### src/rtl/adder_pkg.sv
// Shared arithmetic definitions: FSM state encoding and sizing helpers
// for the multiword adder.
package adder_pkg;

  typedef enum logic [1:0] {
    IDLE = 2'd0,
    RUN  = 2'd1,
    DONE = 2'd2
  } state_t;

  function automatic int slice_count(input int w, input int n);
    return w / n;
  endfunction

  // One extra bit so idx can represent K itself without wrapping.
  function automatic int idx_width(input int k);
    return $clog2(k) + 1;
  endfunction

endpackage

### src/rtl/carry_lookahead_adder.sv
// N-bit carry-lookahead adder: every carry is expanded directly from the
// generate/propagate terms and cin instead of rippling through lower bits.
module carry_lookahead_adder #(
  parameter int N = 8
) (
  input  logic [N-1:0] a,
  input  logic [N-1:0] b,
  input  logic         cin,
  output logic [N-1:0] sum,
  output logic         cout
);

  logic [N-1:0] g;
  logic [N-1:0] p;
  logic [N:0]   c;

  assign g    = a & b;
  assign p    = a ^ b;
  assign c[0] = cin;

  for (genvar gi = 0; gi < N; gi++) begin : g_carry
    logic cy;

    // c[gi+1] = g[gi] | p[gi]g[gi-1] | ... | p[gi..0]cin
    always_comb begin
      logic term;
      logic prop;
      term = 1'b0;
      prop = 1'b1;
      for (int j = gi; j >= 0; j--) begin
        term = term | (prop & g[j]);
        prop = prop & p[j];
      end
      cy = term | (prop & cin);
    end

    assign c[gi+1] = cy;
  end

  assign sum  = p ^ c[N-1:0];
  assign cout = c[N];

endmodule

### src/rtl/multiword_adder.sv
// Sequential W-bit adder that processes one N-bit slice per cycle through a
// single carry-lookahead slice, with a valid/ready handshake on both sides.
module multiword_adder
  import adder_pkg::*;
#(
  parameter int W = 32,
  parameter int N = 8
) (
  input  logic         clk,
  input  logic         rst,
  input  logic         in_valid,
  output logic         in_ready,
  input  logic [W-1:0] a,
  input  logic [W-1:0] b,
  input  logic         cin,
  output logic         out_valid,
  input  logic         out_ready,
  output logic [W-1:0] sum,
  output logic         cout,
  output logic         busy
);

  localparam int K  = slice_count(W, N);
  localparam int IW = idx_width(K);

  if (N < 1 || W < N || (W % N) != 0) begin : g_param_check
    $error("multiword_adder: W (%0d) must be a positive multiple of N (%0d)", W, N);
  end

  state_t        state_reg;
  state_t        state_next;
  logic [IW-1:0] idx_reg;
  logic [W-1:0]  a_reg;
  logic [W-1:0]  b_reg;
  logic [W-1:0]  sum_reg;
  logic          carry_reg;
  logic          cout_reg;

  logic [N-1:0]  slice_a;
  logic [N-1:0]  slice_b;
  logic [N-1:0]  slice_sum;
  logic          slice_cout;
  logic          last_slice;
  logic          accept;

  assign last_slice = (idx_reg == IW'(K - 1));
  assign accept     = in_valid && in_ready;

  always_comb begin
    slice_a = '0;
    slice_b = '0;
    for (int k = 0; k < K; k++) begin
      if (idx_reg == IW'(k)) begin
        slice_a = a_reg[k*N +: N];
        slice_b = b_reg[k*N +: N];
      end
    end
  end

  carry_lookahead_adder #(
    .N(N)
  ) u_slice_adder (
    .a   (slice_a),
    .b   (slice_b),
    .cin (carry_reg),
    .sum (slice_sum),
    .cout(slice_cout)
  );

  always_comb begin
    state_next = state_reg;
    in_ready   = 1'b0;
    out_valid  = 1'b0;
    busy       = 1'b0;
    case (state_reg)
      IDLE: begin
        in_ready = 1'b1;
        if (in_valid) state_next = RUN;
      end
      RUN: begin
        busy = 1'b1;
        if (last_slice) state_next = DONE;
      end
      DONE: begin
        out_valid = 1'b1;
        // A handoff cycle doubles as an accept cycle for the next operation.
        if (out_ready) begin
          in_ready   = 1'b1;
          state_next = in_valid ? RUN : IDLE;
        end
      end
      default: state_next = IDLE;
    endcase
  end

  always_ff @(posedge clk or posedge rst) begin
    if (rst) state_reg <= IDLE;
    else     state_reg <= state_next;
  end

  always_ff @(posedge clk or posedge rst) begin
    if (rst) begin
      idx_reg   <= '0;
      a_reg     <= '0;
      b_reg     <= '0;
      sum_reg   <= '0;
      carry_reg <= 1'b0;
      cout_reg  <= 1'b0;
    end else if (accept) begin
      idx_reg   <= '0;
      a_reg     <= a;
      b_reg     <= b;
      carry_reg <= cin;
    end else if (state_reg == RUN) begin
      idx_reg   <= idx_reg + IW'(1);
      carry_reg <= slice_cout;
      for (int k = 0; k < K; k++) begin
        if (idx_reg == IW'(k)) sum_reg[k*N +: N] <= slice_sum;
      end
      if (last_slice) cout_reg <= slice_cout;
    end
  end

  assign sum  = sum_reg;
  assign cout = cout_reg;

endmodule

### config.mk
export PLATFORM = sky130hd
export DESIGN_NAME = multiword_adder
export DESIGN_NICKNAME = d
export VERILOG_FILES = /design/src/rtl/adder_pkg.sv /design/src/rtl/carry_lookahead_adder.sv /design/src/rtl/multiword_adder.sv
export SDC_FILE = /design/constraint.sdc
export NUM_CORES = 1
export LEC_CHECK = 0
export ABC_AREA = 1
export CORE_MARGIN = 2
export CORE_UTILIZATION = 32
export DETAILED_ROUTE_END_ITERATION = 6
export MAX_ROUTING_LAYER = met4
export SYNTH_ARGS = -nofsm -noshare
export SYNTH_HDL_FRONTEND = slang
export SYNTH_HIERARCHICAL = 1
export SYNTH_SLANG_ARGS = --single-unit
export TNS_END_PERCENT = 30
### constraint.sdc
create_clock -name clk -period 8.3 [get_ports clk]
set_input_delay 1.66 -clock clk [delete_from_list [all_inputs] [get_ports clk]]
set_output_delay 1.66 -clock clk [all_outputs]
set_load 0.02 [all_outputs]
==> impl_metrics.json <==
{
  "areaGrowthSynthToFinish_pct": 27.7,
  "rrSetupSlack_ns": 4.50,
  "rsz0062_at_grt": "false",
  "drc": 0,
  "cts_tree": "done",
  "grt_use_total": 0.157,
  "setup-violations-final": 0,
  "worst_pin_slew_ns": 1.08,
  "dp.cells": 978,
  "routed_wl_um": 12600,
  "cts_max_path_buffers": 2,
  "drive_gt1_frac": 0.0543,
  "grt_pass1_wl_um": 21100,
  "crit_chain": "clkdlybuf4s50_1 -> inv_1 -> nand2_1 -> nand2_1 -> inv_1 -> clkdlybuf4s50_1",
  "multiInputGateArea_um2": 2050,
  "maxSlewViolCount": 0,
  "max_cap_viol_count": 0,
  "yosysWarnings": 6,
  "numCtsBuffers": 9,
  "leakage_nw": 3.48,
  "ios": 105,
  "fillers": 1691,
  "status": "finished, final reports clean",
  "min_period_ns": 4.63,
  "critPathMaxFanout": 2,
  "synth_edf_count": 0,
  "r2r-start": "idx_reg[2]$_DFFE_PP0P_",
  "yosys-top-cells-count": "nand2_1, inv_1, dfrtp_1, nor2_1, o21ai_0",
  "final-seq-area_um2": 2580,
  "ctsResizeCount": 0,
  "initial_core_util": 0.323,
  "max-slew-margin-rel": 0.279,
  "min_path_cells": 2,
  "critPathTopFamily": "buffers and inverters",
  "hpwl_um": 9030,
  "r2r_end": "carry_reg$_DFFE_PP0P_",
  "synth_ff_type": "dfrtp_1",
  "grt_busiest_layer": "met2",
  "crit_buf_inv": 4,
  "clkLatencyLatePin_ns": 0.35,
  "numPortBuffers": 104,
  "wire_per_inst_um": 12.7,
  "synth.avg_cell_area_um2": 7.80,
  "die_h_um": 133,
  "vias": 4303,
  "ys_ff_latch": 103,
  "crit_type": "in -> out",
  "h-tree-depth": 3,
  "synth.area.top_cells": "dfrtp_1, nand2_1, inv_1, o21ai_0, nand3_1",
  "fin_area_um2": 6770,
  "netlist_instances": 680,
  "rows": 47,
  "use_met3": 0.0330,
  "rr_worst_depth": 20,
  "grt_max_degree": 120,
  "post_cts_buffers": 0,
  "fin_hold_ws_ns": 0.484,
  "synth.most_common_cell": "nand2_1",
  "fp.dieW_um": 133,
  "cp.arrival_ns": 2.97,
  "seq_area_frac_synth": 0.486,
  "drt-initial-drc-count": 222,
  "synthesis.nets": 764,
  "grt_pass1_vias": 4205,
  "antenna_found_initial": 0,
  "synth_top_area_frac": 0.486,
  "met1_usage": 0.200,
  "hold_buffers": 0,
  "fin_skew_ns": 0.00661,
  "critPathMaxStageDelay_ns": 0.59,
  "final_cells": 994,
  "vias_per_cell": 4.33,
  "min_period_over_period": 0.558,
  "antenna_cells": 0,
  "hold_violations": 0,
  "place_area_um2": 6430,
  "nNetsFinal": 853,
  "crit_path_top_delay_cell": "clkdlybuf4s50_1",
  "powerDensity_nw_per_um2": 456,
  "critical_path_required_ns": 6.64,
  "vdd_drop_max_mv": 0.188,
  "clock_sinks": 103,
  "syn_area_um2": 5300,
  "whs_endpoint": "cout$_DFFE_PP0P_",
  "fmax_mhz": 216,
  "met2_usage": 0.251,
  "final_util": 0.413,
  "clk_pin_slew_worst_paths_ns": 0.07,
  "overflow": 0,
  "hold_class": "reg -> reg",
  "holdCritStartpoint": "cout$_DFFE_PP0P_",
  "place_congestion": 0.783,
  "antenna_left": 0,
  "yosysTopAreaCell": "dfrtp_1",
  "first_pass_iters": 4,
  "ys_types": 26,
  "async_flop_share": 1.00,
  "clockRootBuffer": "clkbuf_16",
  "end_kind": "output port",
  "finalSetupTns_ns": 0,
  "core_um2": 16400,
  "start_kind": "input pin",
  "dieArea_um2": 17600
}
-- how the worst max path moves through the flow --
stage / start / endpoint / cells after the start
finish: out_ready / in_ready / 6
global route: out_ready / in_ready / 6
detailed placement: out_ready / in_ready / 6
global placement: out_ready / in_ready / 6
CTS: out_ready / in_ready / 6
floorplan: rst / a_reg[0]$_DFFE_PP0P_ / 1
-- cell families (layout without fill, tap and decap cells) --
| logic type | count (synthesis) | in the layout | synth area share |
|---|---|---|---|
| buffers and inverters | 148 | 242 | 0.127 |
| DFF | 103 | 103 | 0.486 |
| and+or+nand+nor | 306 | 306 | 0.245 |
| AOI/OAI and AO/OA | 104 | 104 | 0.0982 |
| xor gates and xnor gates | 4 | 4 | 0.00661 |
| adders and majority gates | 15 | 15 | 0.0368 |
-- metrics by stage --
stage                     power [mW]  setup WS, ns
after floorplan                 2.10          3.94
after global placement          2.61          3.68
after detailed placement        2.64          3.66
after CTS                       3.14          3.65
after global routing            3.41          3.59
final                           3.09          3.67
-- placed cells by master (no fill, tap or decap), drive strengths merged --
master           n
clkdlybuf4s50  104
buf              3
dfrtp          103
clkbuf           9
bufinv           3
o21ai           68
clkinv           4
nand4            1
ha              14
xor2             2
inv            119
fa               1
nor2            59
nand3           45
a21oi           36
xnor2            2
nand2          201
-- layout make-up --
type | instances | area share
multi-input combinational | 429 | 0.303
tap | 220 | 0.0407
inverter | 119 | 0.0682
sequential | 103 | 0.381
timing repair buffer | 107 | 0.157
clock buffer | 9 | 0.0333
clock inverter | 7 | 0.0174
-- report_power, final --
part / leakage (nW) / switching [mW] / internal, mW
combinational: 2.08 / 1.13 / 0.616
clock: 0.170 / 0.195 / 0.296
sequential: 1.24 / 0.115 / 0.739
-- per-layer routing --
| metal | routed length (um) | part of all wire |
|---|---|---|
| met1 | 6060 | 0.48 |
| met2 | 5880 | 0.47 |
| met5 | 0 | 0 |
| met3 | 474 | 0.038 |
| met4 | 176 | 0.014 |
-- worst reg2reg max path, cell delays in order (launching register included) --
cell and delay, ns:
dfrtp_1 0.46, inv_2 0.31, ha_1 0.78, inv_1 0.48, nand2_1 0.19, inv_1 0.05
nand2_1 0.07, nand2_1 0.09, ha_1 0.38, inv_1 0.07, nor2_2 0.11, nand3_2 0.10
nand2_2 0.08, nand2_2 0.05, nand2_2 0.06, nand2_1 0.05, nand2_1 0.09, nand3_1 0.09
nand2_1 0.07, inv_1 0.03, a21oi_1 0.10
No activity file was read; power rests on OpenSTA's default activity.
